<file path="config.mk">
export PLATFORM = sky130hd
export DESIGN_NAME = serial_parallel_deser
export DESIGN_NICKNAME = d
export VERILOG_FILES = /design/src/rtl/serial_parallel_pkg.sv /design/src/rtl/deser_shift_core.sv /design/src/rtl/serial_parallel_deser.sv
export SDC_FILE = /design/constraint.sdc
export NUM_CORES = 1
export LEC_CHECK = 0
export ABC_AREA = 1
export CORE_MARGIN = 3
export CORE_UTILIZATION = 40
export DETAILED_ROUTE_END_ITERATION = 10
export GPL_TIMING_DRIVEN = 0
export PLACE_DENSITY = 0.65
export SLEW_MARGIN = 0
export SYNTH_ARGS = -nofsm -noshare
export SYNTH_HDL_FRONTEND = slang
export SYNTH_SLANG_ARGS = --single-unit
export TNS_END_PERCENT = 20
</file>
<file path="constraint.sdc">
create_clock -name clk -period 2.2 [get_ports clk]
set_clock_uncertainty 0.1 [all_clocks]
set_input_delay 0.44 -clock clk [delete_from_list [all_inputs] [get_ports clk]]
set_output_delay 0.44 -clock clk [all_outputs]
set_load 0.03 [all_outputs]
</file>
<file path="src/rtl/serial_parallel_pkg.sv">
// Shared types and the bit-order shift helper for the serial-to-parallel deserializer.
package serial_parallel_pkg;

  typedef enum logic [0:0] {
    ST_EMPTY,
    ST_FULL
  } out_state_e;

  localparam int unsigned MaxWidth = 64;

  // Operates on a MaxWidth-wide container; callers keep only the low `width` bits.
  function automatic logic [MaxWidth-1:0] shift_in_bit(input logic [MaxWidth-1:0] cur,
                                                       input logic                bit_in,
                                                       input logic                msb_first,
                                                       input int unsigned         width);
    logic [MaxWidth-1:0] res;
    if (msb_first) begin
      res = {cur[MaxWidth-2:0], bit_in};
    end else begin
      res = (cur >> 1) | ({{(MaxWidth-1){1'b0}}, bit_in} << (width - 1));
    end
    return res;
  endfunction

endpackage

</file>
<file path="src/rtl/deser_shift_core.sv">
// Shift register and bit counter with frame resynchronisation; flags each completed word.
module deser_shift_core
  import serial_parallel_pkg::*;
#(
  parameter int unsigned WIDTH     = 8,
  parameter bit          MSB_FIRST = 1'b1,
  parameter int unsigned CW        = $clog2(WIDTH)
) (
  input  logic             clk,
  input  logic             reset,
  input  logic             serial_in,
  input  logic             serial_valid,
  input  logic             frame_sync,
  output logic             word_done,
  output logic [WIDTH-1:0] word_data,
  output logic [CW-1:0]    bit_count
);

  logic [WIDTH-1:0]    shift_q, shift_d;
  logic [CW-1:0]       cnt_q, cnt_d;
  logic [WIDTH-1:0]    shift_base;
  logic [MaxWidth-1:0] unused_shift_wide;

  // A sync restarts the word, so the incoming bit shifts into an all-zero register.
  assign shift_base        = frame_sync ? '0 : shift_q;
  assign unused_shift_wide = shift_in_bit(MaxWidth'(shift_base), serial_in, MSB_FIRST, WIDTH);

  always_comb begin
    shift_d   = shift_q;
    cnt_d     = cnt_q;
    word_done = 1'b0;
    if (frame_sync) begin
      if (serial_valid) begin
        shift_d = unused_shift_wide[WIDTH-1:0];
        cnt_d   = CW'(1);
      end else begin
        shift_d = '0;
        cnt_d   = '0;
      end
    end else if (serial_valid) begin
      shift_d = unused_shift_wide[WIDTH-1:0];
      if (cnt_q == CW'(WIDTH - 1)) begin
        cnt_d     = '0;
        word_done = 1'b1;
      end else begin
        cnt_d = cnt_q + CW'(1);
      end
    end
  end

  always_ff @(posedge clk) begin
    if (!reset) begin
      shift_q <= '0;
      cnt_q   <= '0;
    end else begin
      shift_q <= shift_d;
      cnt_q   <= cnt_d;
    end
  end

  assign word_data = shift_d;
  assign bit_count = cnt_q;

endmodule

</file>
<file path="src/rtl/serial_parallel_deser.sv">
// Serial-to-parallel deserializer: registered word output with valid/ready and sticky overrun.
module serial_parallel_deser
  import serial_parallel_pkg::*;
#(
  parameter int unsigned WIDTH     = 8,
  parameter bit          MSB_FIRST = 1'b1,
  parameter int unsigned CW        = $clog2(WIDTH)
) (
  input  logic             clk,
  input  logic             reset,
  input  logic             serial_in,
  input  logic             serial_valid,
  input  logic             frame_sync,
  output logic [WIDTH-1:0] parallel_out,
  output logic             out_valid,
  input  logic             out_ready,
  output logic [CW-1:0]    bit_count,
  output logic             overrun,
  input  logic             clear_overrun
);

  out_state_e       state_q, state_d;
  logic [WIDTH-1:0] out_q, out_d;
  logic             overrun_q, overrun_d;
  logic             word_done;
  logic [WIDTH-1:0] word_data;

  deser_shift_core #(
    .WIDTH     (WIDTH),
    .MSB_FIRST (MSB_FIRST),
    .CW        (CW)
  ) u_core (
    .clk          (clk),
    .reset        (reset),
    .serial_in    (serial_in),
    .serial_valid (serial_valid),
    .frame_sync   (frame_sync),
    .word_done    (word_done),
    .word_data    (word_data),
    .bit_count    (bit_count)
  );

  always_comb begin
    state_d   = state_q;
    out_d     = out_q;
    overrun_d = overrun_q;
    if (clear_overrun) begin
      overrun_d = 1'b0;
    end
    unique case (state_q)
      ST_EMPTY: begin
        if (word_done) begin
          out_d   = word_data;
          state_d = ST_FULL;
        end
      end
      ST_FULL: begin
        if (out_ready) begin
          // Back-to-back handshake and completion reloads without a bubble.
          if (word_done) begin
            out_d = word_data;
          end else begin
            state_d = ST_EMPTY;
          end
        end else if (word_done) begin
          overrun_d = 1'b1;
        end
      end
      default: state_d = ST_EMPTY;
    endcase
  end

  always_ff @(posedge clk) begin
    if (!reset) begin
      state_q   <= ST_EMPTY;
      out_q     <= '0;
      overrun_q <= 1'b0;
    end else begin
      state_q   <= state_d;
      out_q     <= out_d;
      overrun_q <= overrun_d;
    end
  end

  assign parallel_out = out_q;
  assign out_valid    = (state_q == ST_FULL);
  assign overrun      = overrun_q;

endmodule

</file>
* After elaboration in Yosys (flattened, before gate mapping)
Index checks and enable logic that the tools add are counted.
** Storage, ports and cells
- Bits in registers :: 21
- Bits of input ports :: 7
- Output and inout port bits :: 13
- Logic and storage cells :: 31
** Cells by class
- Add/subtract/negate cells :: 1
- Equality and inequality tests :: 2
- Muxes and demuxes :: 21
- Bitwise logic cells :: 1
- Reductions and logical operators :: 1
** Operators with widths (number)
- two-way mux 8 bit :: 5
- one-hot mux 8 bit (2 select lines) :: 1
- two-way mux 1 bit :: 10
- two-way mux 3 bit :: 3
- two-way mux 7 bit :: 1
- adder 3 x 1 -> 3 bit (second input constant) :: 1
- equality test 3 bit (second input constant) :: 1
- != test 2 bit (second input constant) :: 1
- one-hot mux 1 bit (2 select lines) :: 1
- nonzero test 2 bit :: 1
- inverter 1 bit :: 1

* Logic depth before layout (Yosys ltp)
Gate-level depths: netlist of the first run.
- Depth after elaboration :: 7
- Gate-level depth with buffers :: 8
- Depth with buffers taken out :: 8

* By module
From an unflattened synthesis of the first run, not the netlist that was laid out.
** Second synthesis, totals
- Cell total of the unflattened synthesis :: 129
- Area, all modules :: 948.4 um^2
** By module, submodules not included
- deser_shift_core :: instances 1, cells an instance 66, area an instance 476.7 um^2, sequential area each 220.2 um^2
- serial_parallel_deser :: instances 1, cells an instance 63, area an instance 471.7 um^2, sequential area each 200.2 um^2

* Worst setup path after synthesis of the first run
Ideal clock, no wire load.
- Path type :: register to register
- Start :: register u_core.cnt_q[0], in the netlist u_core.bit_count[0]
- End :: register out_q[3], in the netlist parallel_out[3]
- Library setup time :: 114 ps
- Arrival :: 1353 ps
- Data required time :: 1986 ps
- Path slack :: 633 ps
- Cell stages (with the launch flop) :: 8
- Buffers on the path :: 0
- Clock period less this slack :: 1567 ps
- Cells stage by stage :: dfxtp_1 > ha_1 > ha_1 > nand3_2 > nor2_4 > nand2_1 > nand2_1 > nor2_2
** On the way
- Cells in the longest elaborated chain, start to end :: 7
** Ends and longest elaborated chain
- start, declared :: RTL line deser_shift_core.sv:20 : logic [CW-1:0] cnt_q, cnt_d;
- start signal, assigned :: RTL line deser_shift_core.sv:57 : cnt_q <= cnt_d;
- equality test 3 bit (*) :: RTL line deser_shift_core.sv:42 : if (cnt_q == CW'(WIDTH - 1)) begin
- two-way mux 1 bit (*) :: RTL line deser_shift_core.sv:42
- two-way mux 1 bit (*) :: RTL line deser_shift_core.sv:40 : end else if (serial_valid) begin
- two-way mux 1 bit (*) :: RTL line deser_shift_core.sv:32 : if (frame_sync) begin
- two-way mux 8 bit (*)
- two-way mux 8 bit
- one-hot mux 8 bit (2 select lines) (*)
- end signal, assigned :: RTL line serial_parallel_deser.sv:80 : out_q <= out_d;
- end, declared :: RTL line serial_parallel_deser.sv:23 : logic [WIDTH-1:0] out_q, out_d;
Every way passes the cells marked *; elsewhere a longest branch is shown, timed or not. The select of a mux whose other input is x is not followed.
A chain may end at the register's enable or synchronous reset.

* Final worst setup path of the first run
- Start :: register u_core.cnt_q[0], in the netlist u_core.bit_count[0]
- End :: output port bit_count[0]
** RTL lines
- end, declared :: RTL line serial_parallel_deser.sv:17 : output logic [CW-1:0] bit_count,
No word-level cell between the ends.

==> metrics.csv, run 1 <==
stage,metric,value,unit
placement,portBuffers,18,
detailed_routing,drc,0,
detailed_routing,ant_nets,0,
power_and_ir_drop,power.switching,148,uW
logic_synthesis,yosysSeqAreaShare,0.455,
sta,relSlewSlack,0.790,
global_routing,antenna_found_initial,0,
final_layout,drive_gt1_frac,0.128,
cts,postCtsSetupBuffers,0,
cts,cts_buffers,3,
sta,period_minus_slack,1.92,ns
detailed_routing,vias,770,
floorplanning,core,2080,um^2
critical_path,rr_worst_depth,7,
critical_path,cp-start-kind,flop,
critical_path,criticalPathCategory,reg -> out,
power_and_ir_drop,power_leakage,0.504,nW
critical_path,regToRegSetupSlack,0.71,ns
floorplanning,fp.dieH,54.1,um
power_and_ir_drop,clock_power_share,0.295,
detailed_routing,vias_per_cell,4.40,
cts,clkSlewWorstSetupHoldPaths,0.11,ns
cts,tritoncts,built,
logic_synthesis,synthArstFlopShare,0,
sta,fmax,522,MHz
sta,rsz0062_at_grt,false,
sta,finalHoldViolations,0,
power_and_ir_drop,p_seq_frac,0.620,
global_routing,grt_start_max_net_pins,12,
cts,clock_path_buffers,2,
sta,setup_viol,0,
final_layout,final_common_cell,nand2_1,
logic_synthesis,ys_warn_count,0,
placement,routabilityCongestion,0.804,
critical_path,critPathSlowestCell,clkdlybuf4s50_1,
cts,cts_resized,0,
logic_synthesis,synth_cell_types,18,
floorplanning,start_util,0.444,
sta,tns,0,ns
placement,pre_cts_ws,0.415,ns
critical_path,crit_buf_inv,1,
logic_synthesis,ys_seq_elements,21,
logic_synthesis,synth_edf_count,0,
floorplanning,die_w,54.1,um
critical_path,path_delay_family,buffers and inverters,
final_layout,final_util,0.559,
floorplanning,dieArea,2920,um^2
final_layout,design_area,1160,um^2
cts,cts.sinks,21,
sta,fin_ws,0.283,ns
sta,finalMaxSlewViolations,0,
critical_path,crit_chain,clkdlybuf4s50_1,
detailed_routing,wl,1.67,mm
sta,worst_pin_slew,0.314,ns
floorplanning,num_rows,16,
cts,h-tree-depth,1,
logic_synthesis,synth_area_per_cell,7.34,um^2
critical_path,worstPathRequired,1.66,ns
critical_path,cp.depth,1,
global_routing,grt_util_all_layers,0.142,
power_and_ir_drop,pwr_density_cell,537,nW/um^2
logic_synthesis,yosys_most_used_dff,dfxtp_1,
power_and_ir_drop,swShare,0.237,
sta,finalCritPeriodShare,0.872,
cts,root_buffer,clkbuf_4,
run,cap_violations,0,
final_layout,mostFrequentLayoutCells,"37 x nand2_1, 21 x dfxtp_1, 18 x clkdlybuf4s50_1",
detailed_routing,drt_iter0_drc,8,
global_routing,grt_first_pass_wirelength,2.99,mm
power_and_ir_drop,p_comb_frac,0.086,
cts,cts_hold_buf,0,
critical_path,cp_max_fo,4,
hold_path,hold_path_class,in -> reg,
detailed_routing,avgRoutedWirePerCell,9.52,um
logic_synthesis,syn_inst,126,
critical_path,worst_ep_arrival_time,1.38,ns
final_layout,antenna_cells,0,
outcome,status,finished clean,
floorplanning,ioPinCount,20,
global_routing,grt_pass1_vias,738,
detailed_routing,first_pass_iters,4,
power_and_ir_drop,internal-power,477,uW
logic_synthesis,syn_nets,135,
placement,placed_cell_area,1140,um^2
global_routing,gr-total-overflow,0,
critical_path,end_kind,output port,
placement,place_hpwl,1.24,mm
logic_synthesis,syn_area,925,um^2
critical_path,critical-path-max-stage-delay,0.69,ns
hold_path,holdPathStages,3,
final_layout,nNetsFinal,158,
final_layout,area_growth,26.0,%
power_and_ir_drop,ir_drop,0.000337,V
cts,clock_latency,0.30,ns
-- kinds of logic (layout without fill, tap and decap cells) --
group	after synthesis	count (layout)	synth area share
AND/OR/NAND/NOR	71	71	0.364
AO/OA/AOI/OAI	11	11	0.0595
buffers and inverters	21	43	0.0947
adder cells (fa/ha/maj)	2	2	0.0271
flip-flops	21	21	0.455
-- synthesized netlist by cell type (2+ instances only) --
cell type | number | area share
inv_1 | 15 | 0.061
and2_1 | 4 | 0.027
o21ai_1 | 5 | 0.027
inv_2 | 3 | 0.012
ha_1 | 2 | 0.027
a21oi_1 | 6 | 0.032
nand2_4 | 2 | 0.024
nor2_2 | 4 | 0.027
dfxtp_1 | 21 | 0.45
nor2_1 | 16 | 0.065
nand3_1 | 3 | 0.016
nand2_1 | 37 | 0.15
nor2_4 | 3 | 0.037
-- registers in the layout, indices dropped and copies added, names as in the netlist --
signal	count
overrun	1
u_core.shift_q	8
out_valid	1
u_core.bit_count	3
parallel_out	8
-- routing by layer --
metal	part of all wire	vias to the layer above	track usage
met3	0.041	2	0.0360
met2	0.48	10	0.238
met4	0.0072	0	0.0622
li1	-	419	-
met5	0	-	0
met1	0.47	339	0.170
-- layout make-up --
type                            instances  area, um^2
Fill cell                             224         917
Sequential cell                        21         420
Multi-Input combinational cell         84         417
Timing Repair Buffer                   18         180
Inverter                               19        71.3
Tap cell                               27        33.8
Clock buffer                            4        26.3
Buffer                                  2        16.3
-- metrics by stage --
step | hold slack (ns) | power (mW) | instances
after floorplan | 0.361 | 0.429 | 126
after global placement | 0.354 | 0.450 | 171
after detailed placement | 0.366 | 0.451 | 171
after CTS | 0.310 | 0.637 | 175
after global routing | 0.317 | 0.657 | 175
final | 0.324 | 0.626 | 175
-- power by group through the flow --
stage	clock network (mW)	logic, mW	registers (mW)
finish	0.184	0.0536	0.388
global route	0.209	0.0595	0.389
CTS	0.195	0.0545	0.388
detailed placement	0	0.0543	0.396
global placement	0	0.0535	0.396
floorplan	0	0.0296	0.399
-- final timing paths --
path,start,to
setup reg to reg,u_core.bit_count[0]$_SDFFE_PN0P_,parallel_out[3]$_SDFFE_PN0P_
hold / removal,serial_valid,u_core.bit_count[0]$_SDFFE_PN0P_
hold reg to reg,overrun$_SDFF_PN0_,overrun$_SDFF_PN0_
setup / recovery,u_core.bit_count[0]$_SDFFE_PN0P_,bit_count[0]
Power figures use the tool's default switching activity.
==> inputs of run 2 (changes only) <==
- REMOVE_ABC_BUFFERS: unset -> 1
==> metrics.csv, run 2 (synthesis gave the netlist of run 1 again) <==
stage,metric,value,unit,change
detailed_routing,vias,756,,-1.8%
global_routing,grt_pass1_vias,720,,-2.4%
cts,cts.sinks,21,,unchanged
critical_path,crit_chain,clkdlybuf4s50_1,,
placement,portBuffers,19,,+1
detailed_routing,drt_iter0_drc,7,,-1
final_layout,design_area,1160,um^2,-0.43%
sta,finalMaxSlewViolations,0,,unchanged
critical_path,critPathSlowestCell,clkdlybuf4s50_1,,
floorplanning,dieArea,2920,um^2,unchanged
sta,period_minus_slack,1.93,ns,+0.0167 ns
placement,placed_cell_area,1130,um^2,-0.55%
global_routing,grt_start_max_net_pins,14,,+2
run,cap_violations,0,,unchanged
floorplanning,core,2080,um^2,unchanged
global_routing,gr-total-overflow,0,,unchanged
final_layout,antenna_cells,0,,unchanged
outcome,status,finished clean,,
placement,routabilityCongestion,0.729,,-9.2%
cts,cts_hold_buf,0,,unchanged
sta,setup_viol,0,,unchanged
global_routing,grt_first_pass_wirelength,2.93,mm,-2.3%
final_layout,area_growth,25.4,%,
final_layout,fillCellCount,200,,-11%
critical_path,cp_max_fo,4,,unchanged
cts,clkSlewWorstSetupHoldPaths,0.12,ns,about the same
critical_path,criticalPathCategory,reg -> out,,
detailed_routing,vias_per_cell,4.34,,-1.3%
sta,worst_pin_slew,0.478,ns,+0.164 ns
critical_path,worst_ep_arrival_time,1.39,ns,about the same
final_layout,ff_latch_area,420,um^2,unchanged
global_routing,grt_util_all_layers,0.139,,-0.00254
cts,root_buffer,clkbuf_4,,
critical_path,crit_buf_inv,1,,unchanged
sta,rsz0062_at_grt,false,,
cts,tritoncts,built,,
final_layout,drive_gt1_frac,0.122,,-0.00593
placement,place_hpwl,1.19,mm,-3.5%
final_layout,nNetsFinal,157,,-0.63%
critical_path,cp.depth,1,,unchanged
final_layout,multi_input_area,417,um^2,unchanged
sta,tns,0,ns,unchanged
detailed_routing,wl,1.61,mm,-3.2%
power_and_ir_drop,power_leakage,0.501,nW,-0.66%
critical_path,end_kind,output port,,
critical_path,cp-start-kind,flop,,
cts,postCtsSetupBuffers,0,,unchanged
cts,cts_buffers,3,,unchanged
hold_path,holdPathStages,2,,-1
floorplanning,ioPinCount,20,,unchanged
floorplanning,num_rows,16,,unchanged
floorplanning,start_util,0.444,,unchanged
detailed_routing,ant_nets,0,,unchanged
critical_path,path_delay_family,buffers and inverters,,
sta,relSlewSlack,0.680,,-0.110
sta,finalCritPeriodShare,0.879,,+0.00761
cts,clock_path_buffers,2,,unchanged
hold_path,hold_path_class,reg -> reg,,
detailed_routing,drc,0,,unchanged
power_and_ir_drop,pwr_density_cell,539,nW/um^2,+0.32%
detailed_routing,avgRoutedWirePerCell,9.26,um,-2.7%
floorplanning,fp.dieH,54.1,um,unchanged
sta,fmax,517,MHz,-0.87%
global_routing,antenna_found_initial,0,,unchanged
cts,clock_latency,0.30,ns,about the same
sta,finalHoldViolations,0,,unchanged
cts,h-tree-depth,1,,unchanged
floorplanning,die_w,54.1,um,unchanged
detailed_routing,first_pass_iters,4,,unchanged
critical_path,worstPathRequired,1.66,ns,about the same
power_and_ir_drop,ir_drop,0.000318,V,-5.8%
cts,cts_resized,0,,unchanged
final_layout,final_common_cell,nand2_1,,
critical_path,rr_worst_depth,7,,unchanged
final_layout,mostFrequentLayoutCells,"37 x nand2_1, 21 x dfxtp_1, 19 x clkdlybuf4s50_1",,
critical_path,critical-path-max-stage-delay,0.69,ns,about the same
==> run 2: changes by cell type in the layout (fill, tap and decap cells not counted), sizes merged <==
| cell | delta |
|---|---|
| clkbuf | -1 |
| buf | -2 |
| clkdlybuf4s50 | +1 |
| clkinv | +1 |
==> run 2: final cells by class <==
class / instances / area share
well taps: 27 / 0.0291
multi-input cells: 84 / 0.359
clock buffers: 3 / 0.0194
clock inverters: 1 / 0.00432
repair buffers: 19 / 0.164
flip-flops and latches: 21 / 0.362
inverters: 19 / 0.0615
==> run 2: per-layer routing <==
layer	vias up	global-route usage	share of wire
li1	422	-	-
met1	315	0.171	0.49
met2	15	0.230	0.45
met3	4	0.0249	0.047
met4	0	0.0747	0.014
met5	-	0	0
==> run 2: per-stage QoR <==
| step | util | hold slack [ns] | power, mW | cells | setup slack [ns] |
|---|---|---|---|---|---|
| after CTS | 0.557 | 0.376 | 0.634 | 174 | 0.250 |
| after global placement | 0.544 | 0.357 | 0.448 | 170 | 0.264 |
| after detailed placement | 0.544 | 0.359 | 0.449 | 170 | 0.248 |
| after floorplan | - | 0.361 | 0.422 | 124 | 0.633 |
| final | 0.557 | 0.372 | 0.625 | 174 | 0.266 |
| after global routing | 0.557 | 0.391 | 0.662 | 174 | 0.205 |
==> run 2: final timing paths <==
path / start / endpoint / slack, ns
setup / recovery: u_core.bit_count[0]$_SDFFE_PN0P_ / bit_count[0] / 0.27
hold / removal: overrun$_SDFF_PN0_ / overrun$_SDFF_PN0_ / 0.37
setup reg to reg: u_core.bit_count[0]$_SDFFE_PN0P_ / parallel_out[3]$_SDFFE_PN0P_ / 0.70
hold reg to reg: overrun$_SDFF_PN0_ / overrun$_SDFF_PN0_ / 0.37
==> run 2: power breakdown <==
| group | leakage [nW] | internal [mW] | switching (mW) |
|---|---|---|---|
| registers | 0.170 | 0.385 | 0.00263 |
| logic | 0.313 | 0.0208 | 0.0315 |
| clock network | 0.0177 | 0.0678 | 0.117 |
| total | 0.501 | 0.473 | 0.151 |
==> inputs of run 3 (changes only) <==
- CTS_BUF_LIST: unset -> sky130_fd_sc_hd__clkbuf_16
- clock period: 2.2 -> 2 ns (I/O delays scaled with it)
==> metrics.csv, run 3 (synthesis gave the netlist of run 1 again) <==
stage,metric,value,unit,change
final_layout,mostFrequentLayoutCells,"37 x nand2_1, 21 x dfxtp_1, 19 x clkdlybuf4s50_1",,
run,cap_violations,0,,unchanged
critical_path,crit_buf_inv,1,,unchanged
sta,relSlewSlack,0.677,,-0.00399
sta,fin_ws,0.180,ns,-0.0862 ns
critical_path,critPathSlowestCell,clkdlybuf4s50_1,,
power_and_ir_drop,power_leakage,0.524,nW,+4.6%
detailed_routing,avgRoutedWirePerCell,9.33,um,+0.68%
floorplanning,num_rows,16,,unchanged
power_and_ir_drop,pwr_density_cell,743,nW/um^2,+38%
final_layout,drive_gt1_frac,0.122,,unchanged
cts,postCtsSetupBuffers,0,,unchanged
placement,routabilityCongestion,0.729,,unchanged
cts,clock_latency,0.25,ns,-0.05 ns
final_layout,final_common_cell,nand2_1,,
sta,setup_viol,0,,unchanged
detailed_routing,vias_per_cell,4.31,,-0.79%
final_layout,ff_latch_area,420,um^2,unchanged
global_routing,grt_start_max_net_pins,14,,unchanged
global_routing,gr-total-overflow,0,,unchanged
global_routing,grt_first_pass_wirelength,2.93,mm,unchanged
critical_path,regToRegSetupSlack,0.51,ns,-0.19 ns
cts,root_buffer,clkbuf_16,,
critical_path,path_delay_family,buffers and inverters,,
global_routing,grt_util_all_layers,0.138,,-0.00115
cts,clock_path_buffers,2,,unchanged
final_layout,area_growth,31.1,%,
sta,tns,0,ns,unchanged
sta,finalCritPeriodShare,0.910,,
final_layout,antenna_cells,0,,unchanged
detailed_routing,drc,0,,unchanged
hold_path,hold_path_class,reg -> reg,,
outcome,status,finished clean,,
floorplanning,fp.dieH,54.1,um,unchanged
critical_path,cp-start-kind,flop,,
critical_path,rr_worst_depth,7,,unchanged
critical_path,crit_chain,clkdlybuf4s50_1,,
cts,clkSlewWorstSetupHoldPaths,0.06,ns,-0.06 ns
global_routing,grt_pass1_vias,729,,+1.3%
detailed_routing,drt_iter0_drc,7,,unchanged
detailed_routing,vias,750,,-0.79%
final_layout,nNetsFinal,157,,unchanged
floorplanning,ioPinCount,20,,unchanged
sta,finalHoldViolations,0,,unchanged
detailed_routing,ant_nets,0,,unchanged
critical_path,criticalPathCategory,reg -> out,,
placement,place_hpwl,1.19,mm,unchanged
critical_path,r2r_end,parallel_out[3]$_SDFFE_PN0P_,,
cts,cts_buffers,3,,unchanged
critical_path,end_kind,output port,,
sta,worst_pin_slew,0.484,ns,+0.00597 ns
placement,pre_cts_ws,0.0876,ns,-0.160 ns
floorplanning,core,2080,um^2,unchanged
floorplanning,start_util,0.444,,unchanged
sta,period_minus_slack,1.82,ns,
cts,cts.sinks,21,,unchanged
power_and_ir_drop,ir_drop,0.000494,V,+56%
floorplanning,dieArea,2920,um^2,unchanged
sta,finalMaxSlewViolations,0,,unchanged
cts,tritoncts,built,,
critical_path,critical-path-max-stage-delay,0.69,ns,about the same
cts,cts_hold_buf,0,,unchanged
critical_path,cp_max_fo,4,,unchanged
floorplanning,die_w,54.1,um,unchanged
critical_path,r2r-start,u_core.bit_count[0]$_SDFFE_PN0P_,,
critical_path,worstPathRequired,1.50,ns,-0.16 ns
critical_path,cp.depth,1,,unchanged
detailed_routing,wl,1.62,mm,+0.68%
placement,portBuffers,19,,unchanged
final_layout,multi_input_area,417,um^2,unchanged
cts,cts_resized,0,,unchanged
detailed_routing,first_pass_iters,4,,unchanged
sta,whs,0.364,ns,-0.00877 ns
sta,rsz0062_at_grt,false,,
cts,h-tree-depth,1,,unchanged
critical_path,worst_ep_arrival_time,1.32,ns,-0.07 ns
global_routing,antenna_found_initial,0,,unchanged
final_layout,fillCellCount,194,,-3.0%
sta,fmax,549,MHz,
critical_path,cp-startpoint,u_core.bit_count[0]$_SDFFE_PN0P_,,
critical_path,critPathCapture,bit_count[0],,
==> run 3: cell types whose count changed in the layout (fill, tap and decap cells not counted) <==
| cell | before | now |
|---|---|---|
| clkbuf_16 | 0 | 3 |
| clkbuf_4 | 3 | 0 |
==> run 3: worst min-delay path by stage <==
stage	start	endpoint	cells after the start
after floorplan	u_core.shift_q[0]$_SDFF_PN0_	u_core.shift_q[0]$_SDFF_PN0_	2
after global placement	overrun$_SDFF_PN0_	overrun$_SDFF_PN0_	2
after detailed placement	overrun$_SDFF_PN0_	overrun$_SDFF_PN0_	2
after CTS	overrun$_SDFF_PN0_	overrun$_SDFF_PN0_	2
after global routing	overrun$_SDFF_PN0_	overrun$_SDFF_PN0_	2
final	overrun$_SDFF_PN0_	overrun$_SDFF_PN0_	2
==> run 3: layout make-up <==
| class | count | share of cell area |
|---|---|---|
| clock buffers | 3 | 0.0619 |
| clock inverters | 1 | 0.00413 |
| inverters | 19 | 0.0588 |
| multi-input cells | 84 | 0.344 |
| flip-flops and latches | 21 | 0.347 |
| well taps | 27 | 0.0279 |
| repair buffers | 19 | 0.157 |
==> run 3: report_power, final <==
part | internal [mW] | switching [mW] | total (mW)
clock | 0.268 | 0.148 | 0.416
combinational | 0.0228 | 0.0347 | 0.0576
sequential | 0.424 | 0.00288 | 0.427
total | 0.715 | 0.186 | 0.901
==> run 3: routing by layer <==
metal  share of wire  vias up  global-route usage
li1                -      422                   -
met1            0.50      311               0.161
met2            0.45       15               0.238
met3           0.047        2              0.0249
met4          0.0043        0              0.0747
met5               0        -                   0
==> run 3: metrics by stage <==
stage | cell area, um^2 | cells | total power, mW | utilization
floorplan | 908 | 124 | 0.464 | -
global placement | 1130 | 170 | 0.493 | 0.544
detailed placement | 1130 | 170 | 0.494 | 0.544
CTS | 1210 | 174 | 0.914 | 0.582
global route | 1210 | 174 | 0.937 | 0.582
finish | 1210 | 174 | 0.901 | 0.582
==> variant 1, RTL diff (flow settings as in run 3) <==
Reset style: asynchronous (`reset`), changed in 2 clocked blocks.
--- a/src/rtl/deser_shift_core.sv
+++ b/src/rtl/deser_shift_core.sv
@@ -48,7 +48,7 @@
     end
   end
 
-  always_ff @(posedge clk) begin
+  always_ff @(posedge clk or negedge reset) begin
     if (!reset) begin
       shift_q <= '0;
       cnt_q   <= '0;
--- a/src/rtl/serial_parallel_deser.sv
+++ b/src/rtl/serial_parallel_deser.sv
@@ -70,7 +70,7 @@
     endcase
   end
 
-  always_ff @(posedge clk) begin
+  always_ff @(posedge clk or negedge reset) begin
     if (!reset) begin
       state_q   <= ST_EMPTY;
       out_q     <= '0;
Function: differs if reset is asserted again (counterexample within 4 cycles, from zero or initial values and one cycle with reset low); with reset held inactive, the same outputs for 10 cycles.
==> variant 1 against run 3 <==
Hold slack gained 0.015 ns; global-route usage grew 1.1 points; die area down 1.8%; worst setup slack worse by 0.033 ns; first-iteration DRC count grew 140%; combinational power is 21% higher; largest power group unchanged; largest cell class unchanged; total power increased by 2.5%; critical path type unchanged; final area fell by 2.1%; non-clock buffer count unchanged; sequential cell count stayed put; area after synthesis decreased by 2.0%; wire length up 4.4%.
==> variant 1: results (changes against run 3) <==
* RePlAce Congestion at 0.691 (-5.3%)
* Post-Route WL at 1700 um (+4.4%)
* Sequential cell area at 526 um2 (+25%)
* First-pass GRT wire length at 3010 um (+2.8%)
* Leakage at 0.602 nW (+15%)
* Layout clock area frac at 6.74% (+0.14 points)
* Largest net degree at the start of global routing at 22 (+8)
* #MultiIn Comb at 70 (-17%)
* Share of post-route cells with drive strength above 1 at 13.6% (+1.3 points)
* R2R setup slack at 0.54 ns (+0.03 ns)
* Buffering overhead at 16.0% (+0.33 points)
* FF+latch count at 21 (unchanged)
* Placed cell count at 141 (-17%)
* Top post-synthesis cells by count: 43 x nand2_1, 21 x dfrtp_1, 9 x nand3_1
* DR vias at 682 (-9.1%)
* Antenna violations before repair at 0 (unchanged)
* Synth Area in Compound Gates at 1.24% (-4.7 points)
* Synth Area in Adders at 2.76% (+0.056 points)
* Dpl hpwl at 1170 um (-2.1%)
* Diode count at 0 (unchanged)
* Maximum VDD drop at 0.588 mV (+19%)
* Synth top area cells: dfrtp_1 58%, nand2_1 18%, nand2_2 5.5%
* Setup CP Type: reg -> out
* Top cell family by delay on the critical path: buffers and inverters
* Layout clock buffers at 3 (unchanged)
* CP arrival at 1.35 ns (+0.03 ns)
* Initial DRC Count at 17 (+10)
* RR Endpoint: parallel_out[1]
* Worst setup endpoint: bit_count[0]
* Multi-input combinational area share at 28.7% (-5.7 points)
* Comb power at 69.7 uW (+21%)
* Post-cts resize count at 0 (unchanged)
* PortBufs at 19 (unchanged)
* Hold wc startpoint: parallel_out[4]
* Status: finished, final reports clean
* Seq/Total Area, Yosys at 58.0% (+13 points)
* Syn Area/Cell at 9.34 um2 (+27%)
* Worst hold slack at 0.379 ns (+0.0150 ns)
* Global-route total usage across every layer at 14.9% (+1.1 points)
* Post-synth ARST share at 100% (+100 points)
* Ys flop type: dfrtp_1
* Skew-Pair Late Insertion Delay at 0.25 ns (about the same)
* Worst Hold Path EP: parallel_out[4]
* Clock Pin Slew Worst Setup and Hold Paths at 0.06 ns (about the same)
* Total power at 923 uW (+2.5%)
* CTS Hold Bufs at 0 (unchanged)
* Layout fillers at 195 (+0.52%)
* FF-to-FF Start: u_core.bit_count[0]
* Slew margin rel. at 39.8% (-28 points)
* Power in the clock group at 413 uW
* Routed len/inst at 11.7 um (+25%)
* Psw at 194 uW (+4.6%)
* Fin nets at 128 (-18%)
* Distinct cell type count after synthesis at 14 (-4)
* Non-clock inverter count at 4 (-15)
* Setup Fix Bufs, Post-CTS at 0 (unchanged)
variant 1: cell count changes after synthesis, sizes merged:
| cell | before | now |
|---|---|---|
| a21oi | 6 | 0 |
| and2 | 4 | 0 |
| clkinv | 1 | 0 |
| dfrtp | 0 | 21 |
| dfxtp | 21 | 0 |
| inv | 18 | 4 |
| nand2 | 40 | 51 |
| nand3 | 4 | 10 |
| nor2 | 23 | 5 |
| o21ai | 5 | 1 |
| o22ai | 0 | 1 |
variant 1: stage by stage:
stage	worst slack, ns	area [um2]
2_1_floorplan	0.510	883
3_3_place_gp	-0.0578	1110
3_5_place_dp	-0.102	1110
4_1_cts	0.146	1190
5_1_grt	0.0751	1190
6_report	0.146	1190
variant 1: metal layers:
layer	part of all wire (%)	track usage, %	wire [um]	vias up
met5	0	0	0	-
met4	1.1	7.66	19	0
met2	48	23.9	821	22
li1	-	-	-	348
met1	44	18.4	740	310
met3	6.8	3.88	115	2
==> variant 2, RTL diff (settings of run 3) <==
Made on the original files. `MSB_FIRST` is set to 1'b1 in 2 places; all go to 1'b0.
--- a/src/rtl/deser_shift_core.sv
+++ b/src/rtl/deser_shift_core.sv
@@ -3,7 +3,7 @@
   import serial_parallel_pkg::*;
 #(
   parameter int unsigned WIDTH     = 8,
-  parameter bit          MSB_FIRST = 1'b1,
+  parameter bit          MSB_FIRST = 1'b0,
   parameter int unsigned CW        = $clog2(WIDTH)
 ) (
   input  logic             clk,
--- a/src/rtl/serial_parallel_deser.sv
+++ b/src/rtl/serial_parallel_deser.sv
@@ -3,7 +3,7 @@
   import serial_parallel_pkg::*;
 #(
   parameter int unsigned WIDTH     = 8,
-  parameter bit          MSB_FIRST = 1'b1,
+  parameter bit          MSB_FIRST = 1'b0,
   parameter int unsigned CW        = $clog2(WIDTH)
 ) (
   input  logic             clk,
Function: changed (a bounded check fails within 10 cycles, from zero or initial values and one cycle with reset low).
==> variant 2 against run 3 <==
Total power is 0.29% lower; worst setup slack better by 0.0039 ns; sequential power hardly changed; first-iteration DRC count stayed put; largest power group unchanged; sequential cell count stayed put; wire length is 7.6% higher; utilization is 0.57 points lower; global-route usage is 2.2 points higher; area after synthesis is 3.7% lower; final area is 2.9% lower.
==> variant 2: results (changes against run 3) <==
* Global-route total usage across every layer at 16.0% (+2.2 points)
* Psw at 182 uW (-1.9%)
* Skew-Pair Late Insertion Delay at 0.25 ns (about the same)
* Met1 Usage GRT at 18.0% (+2.0 points)
* Count leader, synth: nand2_1
* Leakage at 0.511 nW (-2.5%)
* Vias in the first global route at 811 (+11%)
* PD cells at 763 nW/um2 (+2.7%)
* R2R setup slack at 0.48 ns (-0.03 ns)
* First-pass GRT wire length at 3310 um (+13%)
* Worst hold slack at 0.364 ns (+0.000756 ns)
* Fin nets at 157 (unchanged)
* Via density at 4.58 (+6.3%)
* GR Layer Usage met3 at 4.51% (+2.0 points)
* Share of post-route cells with drive strength above 1 at 7.48% (-4.8 points)
* RePlAce Congestion at 0.778 (+6.7%)
* Dpl hpwl at 1310 um (+9.8%)
* Layout fillers at 227 (+17%)
* RR Endpoint: parallel_out[2]
* Distinct cell type count after synthesis at 17 (-1)
* CTS Buf Count at 3 (unchanged)
* Post-Route WL at 1750 um (+7.6%)
* Grt met2 use at 27.5% (+3.7 points)
* Top post-synthesis cells by count: 40 x nand2_1, 22 x nor2_1, 21 x dfxtp_1
* Status: finished, final reports clean
* Maximum VDD drop at 0.499 mV (+1.1%)
* Seq/Total Area, Yosys at 47.2% (+1.7 points)
* DP Area at 1100 um2 (-3.0%)
* Clock buffer depth at 2 (unchanged)
* Tightest Pin Transition at 0.452 ns (-0.0315 ns)
* Synth top area cells: dfxtp_1 47%, nand2_1 17%, nor2_1 9.3%
* Largest net degree at the start of global routing at 13 (-1)
variant 2: cell count changes in the layout (fill, tap and decap cells not counted), sizes merged:
cell | before | now
a21oi | 6 | 5
and2 | 4 | 3
clkinv | 2 | 1
inv | 18 | 16
nand2 | 40 | 42
nand3 | 4 | 5
nor2 | 23 | 26
o21ai | 5 | 4
variant 2: logic make-up after synthesis:
group	synth area share (%)
buf+inv	8.57
flops	47.2
fa+ha+maj	2.81
compound gates	5.06
simple gates	36.4
variant 2: how the worst max path moves through the flow:
stage | end | slack, ns | cells after the start
after floorplan | parallel_out[6] | 0.43 | 7
after global placement | parallel_out[6] | 0.05 | 6
after detailed placement | parallel_out[2] | 0.03 | 6
after CTS | bit_count[0] | 0.17 | 1
after global routing | bit_count[0] | 0.12 | 1
final | bit_count[0] | 0.18 | 1
variant 2: layout make-up:
type	instances	share of cell area (%)
Inverter	16	5.10
Clock inverter	1	0.319
Timing Repair Buffer	19	16.2
Multi-Input combinational cell	87	33.5
Sequential cell	21	35.7
Clock buffer	3	6.38
Tap cell	27	2.87
variant 2: power by group through the flow:
stage	Sequential [mW]	Clock, mW	Combinational, mW
4_1_cts	0.428	0.420	0.0620
6_report	0.428	0.408	0.0616
3_3_place_gp	0.437	0	0.0600
3_5_place_dp	0.437	0	0.0613
2_1_floorplan	0.440	0	0.0285
5_1_grt	0.429	0.436	0.0701
variant 2: routing by layer:
metal | wire, um | vias to the layer above
met4 | 7 | 0
met1 | 775 | 354
met2 | 871 | 17
met5 | 0 | -
met3 | 93 | 2
li1 | - | 424
variant 2: stage by stage:
step                      setup slack, ns  power (mW)
after floorplan                     0.435       0.469
after global placement             0.0534       0.497
after CTS                           0.170       0.910
after global routing                0.124       0.935
after detailed placement           0.0325       0.499
final                               0.183       0.898
